## src/rtl/shift_reg_sequencer.sv

```systemverilog
// Shift-job sequencer for the bidirectional shift register.
// Optional rotate feedback: define SHIFT_SEQ_ROTATE_EN.
module shift_reg_sequencer #(
  parameter int WIDTH = 4,
  parameter int CNT_W = 4
) (
  input  logic             clk,
  input  logic             rst,
  input  logic             cmd_valid,
  output logic             cmd_ready,
  input  logic             cmd_dir,
  input  logic [CNT_W-1:0] cmd_cnt,
  input  logic [WIDTH-1:0] cmd_data,
  input  logic             cmd_rot,
  input  logic [WIDTH-1:0] sr_q,
  output logic             sr_en,
  output logic             sr_mode,
  output logic             sr_dr,
  output logic             sr_dl,
  output logic             busy,
  output logic             done,
  output logic [CNT_W-1:0] bits_left
);

  typedef enum logic [1:0] {
    S_IDLE,
    S_SHIFT,
    S_DONE
  } state_t;

  state_t           r_state, n_state;
  logic             r_ready, n_ready;
  logic             r_en, n_en;
  logic             r_mode, n_mode;
  logic             r_dr, n_dr;
  logic             r_dl, n_dl;
  logic             r_busy, n_busy;
  logic             r_done, n_done;
  logic [CNT_W-1:0] r_left, n_left;
  logic [CNT_W-1:0] r_idx, n_idx;
  logic             r_dir, n_dir;
  logic [WIDTH-1:0] r_data, n_data;
  logic [WIDTH-1:0] w_sh;
  logic             w_acc;

  assign w_acc = cmd_valid & r_ready;

  // Next state and next registered outputs
  always_comb begin
    n_state = r_state;
    n_mode  = r_mode;
    n_left  = r_left;
    n_idx   = r_idx;
    n_dir   = r_dir;
    n_data  = r_data;
    n_en    = 1'b0;
    unique case (r_state)
      S_IDLE: begin
        if (w_acc) begin
          n_dir  = cmd_dir;
          n_data = cmd_data;
          n_mode = cmd_dir;
          n_idx  = '0;
          if (cmd_cnt == '0) begin
            n_state = S_DONE;
            n_left  = '0;
          end else begin
            n_state = S_SHIFT;
            n_left  = cmd_cnt - 1'b1;
            n_en    = 1'b1;
          end
        end
      end
      S_SHIFT: begin
        if (r_left == '0) begin
          n_state = S_DONE;
        end else begin
          n_left = r_left - 1'b1;
          n_idx  = r_idx + 1'b1;
          n_en   = 1'b1;
        end
      end
      S_DONE:  n_state = S_IDLE;
      default: n_state = S_IDLE;
    endcase
    // payload bits beyond WIDTH shift out as zero
    w_sh    = n_data >> n_idx;
    n_dr    = n_en & ~n_dir & w_sh[0];
    n_dl    = n_en & n_dir & w_sh[0];
    n_done  = (n_state == S_DONE);
    n_busy  = (n_state != S_IDLE);
    n_ready = (n_state == S_IDLE);
  end

  // State and output registers
  always_ff @(posedge clk or negedge rst) begin
    if (!rst) begin
      r_state <= S_IDLE;
      r_ready <= 1'b0;
      r_en    <= 1'b0;
      r_mode  <= 1'b0;
      r_dr    <= 1'b0;
      r_dl    <= 1'b0;
      r_busy  <= 1'b0;
      r_done  <= 1'b0;
      r_left  <= '0;
      r_idx   <= '0;
      r_dir   <= 1'b0;
      r_data  <= '0;
    end else begin
      r_state <= n_state;
      r_ready <= n_ready;
      r_en    <= n_en;
      r_mode  <= n_mode;
      r_dr    <= n_dr;
      r_dl    <= n_dl;
      r_busy  <= n_busy;
      r_done  <= n_done;
      r_left  <= n_left;
      r_idx   <= n_idx;
      r_dir   <= n_dir;
      r_data  <= n_data;
    end
  end

`ifdef SHIFT_SEQ_ROTATE_EN
  logic r_rot;

  // Capture the rotate request with the job
  always_ff @(posedge clk or negedge rst) begin
    if (!rst) begin
      r_rot <= 1'b0;
    end else if (w_acc) begin
      r_rot <= cmd_rot;
    end
  end

  assign sr_dr = (r_rot & r_en) ?
                 (~r_dir & sr_q[0]) : r_dr;
  assign sr_dl = (r_rot & r_en) ?
                 (r_dir & sr_q[WIDTH-1]) : r_dl;
`else
  logic w_unused;
  assign w_unused = ^{cmd_rot, sr_q};
  assign sr_dr    = r_dr;
  assign sr_dl    = r_dl;
`endif

  assign cmd_ready = r_ready;
  assign sr_en     = r_en;
  assign sr_mode   = r_mode;
  assign busy      = r_busy;
  assign done      = r_done;
  assign bits_left = r_left;

endmodule

```

## config.mk

```make
export PLATFORM = sky130hd
export DESIGN_NAME = shift_reg_sequencer
export DESIGN_NICKNAME = d
export VERILOG_FILES = /design/src/rtl/shift_reg_sequencer.sv
export SDC_FILE = /design/constraint.sdc
export NUM_CORES = 1
export LEC_CHECK = 0
export ABC_AREA = 1
export BUFFER_PORTS_ARGS = -buffer_cell sky130_fd_sc_hd__buf_2
export CORE_MARGIN = 2
export CORE_UTILIZATION = 50
export DETAILED_ROUTE_END_ITERATION = 8
export MAX_ROUTING_LAYER = met4
export PLACE_DENSITY = 0.76
export REMOVE_ABC_BUFFERS = 1
export SLEW_MARGIN = 20
export SYNTH_ARGS = -nofsm -noshare
export SYNTH_HDL_FRONTEND = slang
export SYNTH_SLANG_ARGS = --single-unit
```

## constraint.sdc

```tcl
create_clock -name clk -period 4.04 [get_ports clk]
set_input_delay 0.808 -clock clk [delete_from_list [all_inputs] [get_ports clk]]
set_output_delay 0.808 -clock clk [all_outputs]
set_load 0.02 [all_outputs]
```

; ---- Yosys cells after proc, flatten, opt, wreduce, memory -nomap -nowiden
; Cells that the tools add are included.
[word_totals]
regBits = 22
latch_bits = 0
mem_bits_rw = 0
rom_bits = 0
inputBits = 17
output_inout_bits = 11
word_cells = 53
mem_count = 0
[classes]
add_sub_neg = 3
multipliers = 0
div_mod_pow = 0
order_cmp = 0
eq_ne = 4
shifts = 1
mux = 19
n_bitwise = 6
n_reduce_logical = 8
[op_table]
columns = cell, count
row1 = 4-bit 2-to-1 mux, 7
row2 = 4-bit case mux with 2 select lines, 2
row3 = 4-bit zero test, 2
row4 = "4-bit by 1-bit subtractor with 4-bit output, second input constant", 2
row5 = 2-bit 2-to-1 mux, 3
row6 = 1-bit bitwise AND, 5
row7 = 1-bit 2-to-1 mux, 5
row8 = "4-bit by 1-bit adder with 4-bit output, second input constant", 1
row9 = 2-bit zero test, 2
row10 = "2-bit != test, second input constant", 2
row11 = 2-bit case mux with 2 select lines, 1
row12 = 2-bit nonzero test, 2
row13 = 4-bit by 4-bit >> shifter with 1-bit output, 1
row14 = 3-bit AND reduction, 1
row15 = "2-bit by 1-bit == test with 1-bit output, second input constant", 1
row16 = "2-bit == test, second input constant", 1
row17 = 1-bit case mux with 2 select lines, 1
row18 = 2-bit AND reduction, 1
row19 = 1-bit NOT, 1

; ---- Depth between registers and ports, before layout
; Gate-level depths: netlist (run 1).
[depth]
depth_word = 6
depth_mapped = 11
mapped_depth_nobuf = 11

; ---- Worst setup path before layout (run 1)
; OpenSTA, ideal clock, no wires.
[synth_path]
path_type = input to register
startpoint = input port cmd_valid
endpoint = register r_dr (netlist: sr_dr)
setup_ns = 0.115
t_arrival_ns = 1.542
t_required_ns = 3.925
slack_ns = 2.383
cell_stages = 10
n_path_buf = 1
path_cell_list = nand2_1 inv_1 nand2_4 buf_6 nand2_1 nand2_1 nand3_1 nand3_1 nand3_2 nor2_1
[synth_between]
elab_cells_between_ends = 13
classes_between = 1 x shift / 8 x mux / 4 x bitwise
[synth_rtl]
columns = element, line
row1 = "start, declared", 9  ; input logic cmd_valid,
row2 = 1-bit bitwise AND, 46  ; assign w_acc = cmd_valid & r_ready;
row3 = 4-bit 2-to-1 mux, 59  ; if (w_acc) begin
row4 = 4-bit 2-to-1 mux, 57  ; unique case (r_state)
row5 = named net n_data[2], 42  ; logic [WIDTH-1:0] r_data, n_data;
row6 = 4-bit by 4-bit >> shifter with 1-bit output, 87  ; w_sh = n_data >> n_idx;
row7 = 1-bit bitwise AND, 88  ; n_dr = n_en & ~n_dir & w_sh[0];
row8 = named net n_dr, 35  ; logic r_dr, n_dr;
row9 = "end signal, assigned", 115  ; r_dr <= n_dr;
row10 = "end, declared", 35
; The timed path passes the listed nets, and every way through them passes these cells.
; A chain may end at the register's enable or synchronous reset.

; ---- Worst setup path in the final report (run 1)
[layout_path]
startpoint = register r_left[2] (netlist: bits_left[2])
endpoint = output port bits_left[2]
[layout_rtl]
columns = element, line
row1 = "start, declared", 39  ; logic [CNT_W-1:0] r_left, n_left;
row2 = "start signal, assigned", 119  ; r_left <= n_left;
row3 = "end, declared", 22  ; output logic [CNT_W-1:0] bits_left
; No word-level cell between the ends.

==> flow_metrics.env, run 1 <==
export IMPL_worst_setup_path_end_kind="primary output"
export IMPL_grt_overflow=0
export IMPL_yosysWarnings=0
export IMPL_synth_top_area_share=0.500
export IMPL_crit_chain="buf_2"
export IMPL_arrival_ps=900
export IMPL_die_w_um=50.9
export IMPL_leakagePower_nw=0.718
export IMPL_multiInputGateArea_um2=468
export IMPL_cp_start_kind="register"
export IMPL_r2r_start="bits_left[0]$_DFFE_PN0P_"
export IMPL_antenna_found_initial=0
export IMPL_min_period_ps=1710
export IMPL_rows=16
export IMPL_synth_most_common_cell="nand2_1"
export IMPL_wl_mm=1.97
export IMPL_grt_pass1_vias=876
export IMPL_clk_pin_slew_worst_paths_ps=120
export IMPL_ir_drop_uv=425
export IMPL_crit_required_ps=3230
export IMPL_synth_cell_type_count=23
export IMPL_grt_util_all_layers=0.181
export IMPL_final_util=0.628
export IMPL_synth_main_ff_cell="dfrtp_1"
export IMPL_io_pins=28
export IMPL_slew_headroom=0.684
export IMPL_design_die_area_mm2=0.00259
export IMPL_fin_setup_tns_ps=0
export IMPL_die_y_um=50.9
export IMPL_tightest_slew_ps=474
export IMPL_grt_max_degree=23
export IMPL_rsz0062_at_grt="false"
export IMPL_synth_seq_cells=22
export IMPL_grt_pass1_wl_mm=3.47
export IMPL_place_congestion=0.862
export IMPL_drt_iter0_drc=18
export IMPL_critPathMaxFanout=4
export IMPL_cts_max_path_buffers=2
export IMPL_diodes=0
export IMPL_firstDrtPassIters=4
export IMPL_layout_setup_ws_ps=2330
export IMPL_hpwl_mm=1.52
export IMPL_path_class="reg -> out"
export IMPL_slew_viol_final=0
export IMPL_clock_sinks=22
export IMPL_crit_family="flip-flops"
export IMPL_status="finished, final reports clean"
export IMPL_avgSynthCellArea_um2=8.34
export IMPL_final_cell_count_no_fill=184
export IMPL_fill_cells=179
export IMPL_avgViaCountPerCell=4.90
export IMPL_syn_area_mm2=0.00110
export IMPL_synth_edf_count=0
export IMPL_ys_seq_area_frac=0.500
export IMPL_cts_setup_buffers=0
export IMPL_layout_worst_path_cycle_share=0.422
export IMPL_slowest_stage="dfrtp_1"
export IMPL_max_clock_freq_mhz=586
export IMPL_final_hold_viol_count=0
export IMPL_reg2reg_slack_ps=2430
export IMPL_num_vias=902
export IMPL_cts_buffers=3
export IMPL_preCtsSetupSlack_ps=2160
export IMPL_layout_drive_gt1_share=0.255
export IMPL_drv_cap=0
export IMPL_regArea_um2=551
export IMPL_htreeDepth=1
export IMPL_initial_utilization=0.545
export IMPL_ys_async_sr_fraction=1.00
export IMPL_p_total_mw=1.07
export IMPL_drc=0
export IMPL_hold_class="in -> async"
export IMPL_placed_cells=180
export IMPL_crit_path_max_incr_delay_ps=430
export IMPL_fp_coreArea_mm2=0.00202
export IMPL_clockRootBuffer="clkbuf_4"
export IMPL_fin_skew_ps=5.89
export IMPL_cts_tree="done"
export IMPL_fin_nets=177
export IMPL_yosys_top_cells_area="dfrtp_1 (50%), nand2_1 (14%), nand3_1 (5.5%)"
export IMPL_crit_buf_inv=1
export IMPL_syn_to_final_growth_pct=15.3
export IMPL_syn_inst=132
export IMPL_crit_start="bits_left[2]$_DFFE_PN0P_"
export IMPL_finalSetupViolations=0
export IMPL_synthTopCellsByCount="nand2_1 (41), dfrtp_1 (22), inv_1 (16)"
export IMPL_antenna_left=0
export IMPL_clkLatencyLatePin_ps=300
export IMPL_post_cts_resized=0
export IMPL_routedWlPerCell_um=10.7
export IMPL_synth_top_area_cell="dfrtp_1"
export IMPL_numPortBuffers=22
export IMPL_cellPowerDensity_mw_per_mm2=845
export IMPL_cts_hold_buf=0
-- final timing paths --
| kind | endpoint | cells past startpoint |
|---|---|---|
| max | bits_left[2] | 1 |
| min | r_data[3]$_DFF_PN0_ | 1 |
| max reg2reg | sr_dr$_DFF_PN0_ | 10 |
| min reg2reg | sr_mode$_DFFE_PN0P_ | 2 |
| max in group asynchronous | cmd_ready$_DFF_PN0_ | 1 |
| min in group clk | sr_mode$_DFFE_PN0P_ | 2 |
-- worst register-to-register path, stage by stage (launching register included) --
cell	delay [ps]
dfrtp_1	410
inv_1	100
ha_1	190
nand2_1	160
nand2_4	140
nand3_1	120
nand2_1	120
nand2_1	60
nand3_1	80
nand3_2	80
nor2_1	90
-- registers in the layout (all words and copies together) (netlist names), 2 cells and up --
signal and flops:
bits_left 4, r_data 4, r_idx 4, r_state 2
-- layout by cell type (no fill, tap or decap) --
cell type,n
a21oi_1,1
buf_2,22
clkbuf_4,3
clkbuf_8,1
dfrtp_1,22
ha_1,2
inv_1,16
inv_2,3
nand2_1,41
nand2_2,1
nand2_4,3
nand3_1,12
nand3_2,3
nand3b_1,1
nor2_1,7
nor2_2,2
nor2_4,1
nor3_1,1
o211ai_1,1
o21ai_0,8
o21ai_1,2
o21ai_2,1
o21bai_1,1
xnor2_1,1
xor2_1,1
-- final cells by class --
class | instances | share of cell area
Clock buffer | 4 | 0.0286
Inverter | 19 | 0.0562
Multi-Input combinational cell | 90 | 0.368
Tap cell | 27 | 0.0266
Timing Repair Buffer | 22 | 0.0867
Sequential cell | 22 | 0.433
-- cells by family after synthesis --
family	synth area share
AO/OA/AOI/OAI	0.0716
XOR/XNOR	0.0159
adder cells (fa/ha/maj)	0.0227
buffers and inverters	0.0750
flip-flops	0.500
AND/OR/NAND/NOR	0.315
-- power by group --
group,internal [mW],switching (mW)
registers,0.319,0.0502
clock network,0.0549,0.0627
logic,0.200,0.387
-- stage by stage --
| step | hold WS [ps] | area [um^2] |
|---|---|---|
| 2_1_floorplan | 439 | 1090 |
| 3_3_place_gp | 459 | 1230 |
| 3_5_place_dp | 465 | 1230 |
| 4_1_cts | 457 | 1270 |
| 5_1_grt | 465 | 1270 |
| 6_report | 442 | 1270 |
-- layer usage --
layer	vias to the layer above	part of all wire	track usage
met5	-	0	-
met4	0	0.0086	0.0676
met3	4	0.032	0.0439
met2	14	0.50	0.294
met1	417	0.46	0.220
li1	467	-	-
(Power assumes the default switching activity.)
==> run 2: changes to the inputs <==
Clock period 4.04 ns to 1.6 ns, I/O delays scaled along.
==> run 2 against run 1 <==
Via count grew 3.4%. Combinational power grew to 2.7 times the previous value. Cell area grew 4.2%. Sequential share of layout area shrank 1.8 points. Total power grew to 2.8 times the previous value. Die area is the same. Clock power grew to 3.6 times the previous value. Register-to-register slack lost 2400 ps. Sequential power grew to 2.5 times the previous value. Wire length grew 11%. Largest cell class unchanged.
==> flow_metrics.env, run 2 (synthesis results as in run 1) <==
export IMPL_p_int_mw=1.61
export IMPL_dr_wl_met3_um=79
export IMPL_slew_headroom=0.670
export IMPL_clock_sinks=22
export IMPL_firstDrtPassIters=4
export IMPL_io_pins=28
export IMPL_diodes=0
export IMPL_clk_pin_slew_worst_paths_ps=120
export IMPL_cts_setup_buffers=0
export IMPL_pwr_share_seq=0.316
export IMPL_grt_max_degree=23
export IMPL_routedWlPerCell_um=11.8
export IMPL_antenna_found_initial=0
export IMPL_holdCritStartpoint="cmd_data[0]"
export IMPL_num_vias=933
export IMPL_cts_buffers=3
export IMPL_die_y_um=50.9
export IMPL_place_congestion=0.866
export IMPL_rows=16
export IMPL_grt_overflow=0
export IMPL_layout_common_cells="nand2_1 (39), dfrtp_1 (22), buf_2 (22), inv_1 (16), nand3_1 (11)"
export IMPL_cellPowerDensity_mw_per_mm2=2240
export IMPL_final_common_cell="nand2_1"
export IMPL_drc=0
export IMPL_grt_pass1_vias=883
export IMPL_hold_class="in -> reg"
export IMPL_syn_to_final_growth_pct=20.2
export IMPL_grt_pass1_wl_mm=3.61
export IMPL_tightest_slew_ps=496
export IMPL_p_comb_frac=0.542
export IMPL_hpwl_mm=1.51
export IMPL_worstReg2RegEnd="bits_left[3]$_DFFE_PN0P_"
export IMPL_die_w_um=50.9
export IMPL_drt_iter0_drc=26
export IMPL_drt_met1_wl_um=946
export IMPL_avgViaCountPerCell=5.04
export IMPL_leakagePower_nw=0.738
export IMPL_layout_drive_gt1_share=0.278
export IMPL_grt_util_all_layers=0.194
export IMPL_min_delay_worst_endpoint="r_data[0]$_DFF_PN0_"
export IMPL_dr_wl_met2_mm=1.11
export IMPL_cts_max_path_buffers=2
export IMPL_arrival_ps=1730
export IMPL_initial_utilization=0.545
export IMPL_htreeDepth=1
export IMPL_min_period_ps=1550
export IMPL_switching_share=0.458
export IMPL_finalSetupViolations=0
export IMPL_cp_start_kind="register"
export IMPL_slowest_stage="dfrtp_1"
export IMPL_design_die_area_mm2=0.00259
export IMPL_antenna_left=0
export IMPL_layout_worst_path_cycle_share=0.970
export IMPL_ir_drop_uv=1320
export IMPL_holdPathStages=3
export IMPL_crit_chain="inv_1 -> ha_4 -> nand2_4 -> nand2_4 -> nand2_1 -> o211ai_1 -> o21ai_0"
export IMPL_path_class="reg -> reg"
export IMPL_wl_mm=2.19
export IMPL_fp_coreArea_mm2=0.00202
export IMPL_fin_nets=178
export IMPL_cpMostUsedCell="nand2_4"
export IMPL_reg2reg_slack_ps=50
export IMPL_crit_start="bits_left[0]$_DFFE_PN0P_"
export IMPL_max_clock_freq_mhz=644
export IMPL_worst_setup_path_end_kind="register"
export IMPL_drv_cap=0
export IMPL_cts_tree="done"
export IMPL_critPathMaxFanout=8
export IMPL_status="finished, final reports clean"
export IMPL_final_hold_viol_count=0
export IMPL_numPortBuffers=22
export IMPL_clockRootBuffer="clkbuf_4"
export IMPL_crit_path_max_incr_delay_ps=420
export IMPL_clkLatencyLatePin_ps=310
export IMPL_slew_viol_final=0
export IMPL_whs_ps=219
export IMPL_crit_required_ps=1780
export IMPL_p_switching_mw=1.36
export IMPL_top_layer_used="met4"
export IMPL_r2r_start="bits_left[0]$_DFFE_PN0P_"
export IMPL_fin_setup_tns_ps=0
export IMPL_reg2reg_depth=7
export IMPL_clkPwrFrac=0.142
export IMPL_fin_skew_ps=0.823
[run 2: cell types whose count changed in the layout (fill, tap and decap cells not counted), sizes merged]
cell and change:
clkbuf -1, bufinv +1, dlygate4sd3 +1
[run 2: worst max-delay path: cells and delay by family (launching register included)]
| family | cells | cell delay [ps] |
|---|---|---|
| buffers and inverters | 1 | 140 |
| DFF | 1 | 420 |
| and+or+nand+nor | 3 | 360 |
| adders and majority gates | 1 | 180 |
| AOI/OAI and AO/OA | 2 | 340 |
[run 2: final cells by class]
type | count | area [um^2]
fillers | 188 | 698
inverters | 19 | 71.3
well taps | 27 | 33.8
flip-flops and latches | 22 | 551
repair buffers | 23 | 120
clock buffers | 3 | 22.5
clock inverters | 1 | 30.0
multi-input cells | 90 | 495
[run 2: worst max-delay path by stage]
stage               cells after the start                  endpoint
floorplan                              10           sr_dr$_DFF_PN0_
global placement                       10           sr_dr$_DFF_PN0_
detailed placement                     10           sr_dl$_DFF_PN0_
CTS                                    10           sr_dl$_DFF_PN0_
global route                            7  bits_left[3]$_DFFE_PN0P_
finish                                  7  bits_left[3]$_DFFE_PN0P_
[run 2: power by group through the flow]
stage          registers, mW  clock network (mW)  logic [mW]
6_report               0.936               0.421        1.61
5_1_grt                0.965               0.457        1.81
4_1_cts                0.934               0.432        1.51
3_5_place_dp           0.948                   0        1.48
3_3_place_gp           0.939                   0        1.44
2_1_floorplan           1.09                   0       0.981
[run 2: per-layer routing]
| metal | up-vias | GRT usage |
|---|---|---|
| met3 | 6 | 0.0351 |
| met5 | - | - |
| met4 | 0 | 0.108 |
| met2 | 20 | 0.320 |
| li1 | 467 | - |
| met1 | 440 | 0.223 |
[run 2: repair_timing]
item	4_1_cts	5_1_grt
setup endpoints to repair	0	6
endpoints found under the hold margin	22	0
gates resized for setup	0	6
hold buffers	1	0
[run 2: through the flow]
| stage | total power [mW] | instance area, um^2 | setup slack, ps | util | std cells |
|---|---|---|---|---|---|
| 3_5_place_dp | 2.43 | 1230 | 35.8 | 0.610 | 180 |
| 4_1_cts | 2.88 | 1300 | 14.1 | 0.641 | 185 |
| 3_3_place_gp | 2.38 | 1230 | 90.7 | 0.610 | 180 |
| 6_report | 2.96 | 1320 | 48.2 | 0.655 | 185 |
| 5_1_grt | 3.24 | 1320 | -91.9 | 0.655 | 185 |
| 2_1_floorplan | 2.07 | 1090 | 75.8 | - | 131 |
==> run 3: changes to the inputs <==
Settings changed: CORE_UTILIZATION 50 to 30, CTS_CLUSTER_SIZE set to 20, PLACE_DENSITY 0.76 to not set.
==> run 3 against run 2 <==
Count of clock-buffer cells in the layout up 1. Die area increased by 61%. Largest cell class unchanged. Critical endpoint is now sr_dr$_DFF_PN0_. Via count is 7.1% lower. Combinational power fell by 4%. Sequential power about the same. Utilization decreased by 28 points.
==> flow_metrics.env, run 3 (synthesis results as in run 1) <==
export IMPL_p_total_mw=2.88
export IMPL_grt_max_degree=23
export IMPL_cts_tree="done"
export IMPL_max_clock_freq_mhz=691
export IMPL_grt_pass1_vias=827
export IMPL_multiInputGateArea_um2=485
export IMPL_arrival_ps=1640
export IMPL_avgViaCountPerCell=4.19
export IMPL_cts_max_path_buffers=2
export IMPL_status="finished, final reports clean"
export IMPL_cellPowerDensity_mw_per_mm2=2140
export IMPL_clock_sinks=22
export IMPL_critPathMaxFanout=8
export IMPL_die_w_um=64.6
export IMPL_fill_cells=361
export IMPL_routedWlPerCell_um=9.84
export IMPL_die_y_um=64.6
export IMPL_layout_worst_path_cycle_share=0.904
export IMPL_fin_nets=179
export IMPL_syn_to_final_growth_pct=22.4
export IMPL_cts_buffers=3
export IMPL_final_cell_count_no_fill=207
export IMPL_layout_drive_gt1_share=0.289
export IMPL_wl_mm=2.04
export IMPL_clockRootBuffer="clkbuf_8"
export IMPL_crit_required_ps=1800
export IMPL_tightest_slew_ps=492
export IMPL_clk_pin_slew_worst_paths_ps=80
export IMPL_drt_iter0_drc=22
export IMPL_leakagePower_nw=0.743
export IMPL_firstDrtPassIters=4
export IMPL_hpwl_mm=1.53
export IMPL_initial_utilization=0.305
export IMPL_fin_skew_ps=2.39
export IMPL_final_hold_viol_count=0
export IMPL_antenna_found_initial=0
export IMPL_post_cts_resized=0
export IMPL_cp_start_kind="register"
export IMPL_rsz0062_at_grt="false"
export IMPL_numPortBuffers=22
export IMPL_path_class="reg -> reg"
export IMPL_slew_viol_final=0
export IMPL_hold_class="in -> async"
export IMPL_place_congestion=0.800
export IMPL_final_common_cell="nand2_1"
export IMPL_layout_common_cells="nand2_1 (39), dfrtp_1 (22), buf_2 (22), inv_1 (16), nand3_1 (11)"
export IMPL_antenna_left=0
export IMPL_io_pins=28
export IMPL_whs_ps=14.5
export IMPL_drv_cap=0
export IMPL_fp_coreArea_mm2=0.00361
export IMPL_finalSetupViolations=0
export IMPL_htreeDepth=1
export IMPL_num_vias=867
export IMPL_grt_pass1_wl_mm=3.64
export IMPL_cts_setup_buffers=0
export IMPL_min_period_ps=1450
export IMPL_placed_cells=203
export IMPL_clkLatencyLatePin_ps=260
export IMPL_grt_overflow=0
export IMPL_grt_util_all_layers=0.118
export IMPL_rows=22
export IMPL_drc=0
export IMPL_fin_setup_tns_ps=0
export IMPL_design_die_area_mm2=0.00417
export IMPL_ir_drop_uv=543
export IMPL_worst_setup_path_end_kind="register"
export IMPL_diodes=0
export IMPL_slew_headroom=0.672
export IMPL_cts_hold_buf=0
export IMPL_regArea_um2=551
## run 3: cell count changes in the layout (fill, tap and decap cells not counted)
cell / before / now
clkbuf_8: 0 / 4
ha_4: 1 / 0
dlygate4sd3_1: 1 / 0
buf_4: 0 / 2
bufinv_16: 1 / 0
clkbuf_4: 3 / 0
ha_2: 0 / 1
## run 3: worst paths after layout
path	start	end	slack (ps)	cells after the start
worst max-delay path	r_state[1]$_DFF_PN0_	sr_dr$_DFF_PN0_	150	9
worst min-delay path	rst	sr_en$_DFF_PN0_	10	1
worst max register to register	r_state[1]$_DFF_PN0_	sr_dr$_DFF_PN0_	150	9
worst min register to register	r_data[1]$_DFF_PN0_	r_data[1]$_DFF_PN0_	480	2
max in group asynchronous	rst	bits_left[2]$_DFFE_PN0P_	1250	1
min in group clk	cmd_data[1]	r_data[1]$_DFF_PN0_	280	3
## run 3: final cells by class
type                            count  share of cell area
Multi-Input combinational cell     90               0.360
Sequential cell                    22               0.409
Clock buffer                        4              0.0409
Timing Repair Buffer               24              0.0929
Inverter                           19              0.0529
Tap cell                           48              0.0446
## run 3: report_power, final
part           internal [mW]  switching, mW  total, mW
Combinational          0.548          0.998       1.55
Sequential             0.807          0.129      0.936
Clock                  0.219          0.177      0.396
## run 3: worst max-delay path: stages, from the launching register on
cell	delay [ps]
dfrtp_1	430
nor2_4	270
inv_2	120
nand2_4	90
nand3_2	70
nand2_1	90
nand2_1	70
inv_2	50
nand3_2	80
nor2_1	100
## run 3: through the flow
stage	worst slack, ps	area (um^2)	utilization
5_1_grt	22.5	1350	0.374
3_5_place_dp	41.2	1270	0.354
4_1_cts	0.568	1330	0.369
6_report	153	1350	0.374
3_3_place_gp	57.9	1270	0.354
2_1_floorplan	75.8	1090	-
## run 3: metal layers
layer | global-route usage | vias to the layer above | share of wire
met5 | - | - | 0
met4 | 0.0718 | 0 | 0.028
met3 | 0.0226 | 4 | 0.032
met2 | 0.193 | 14 | 0.48
met1 | 0.133 | 382 | 0.46
li1 | - | 467 | -
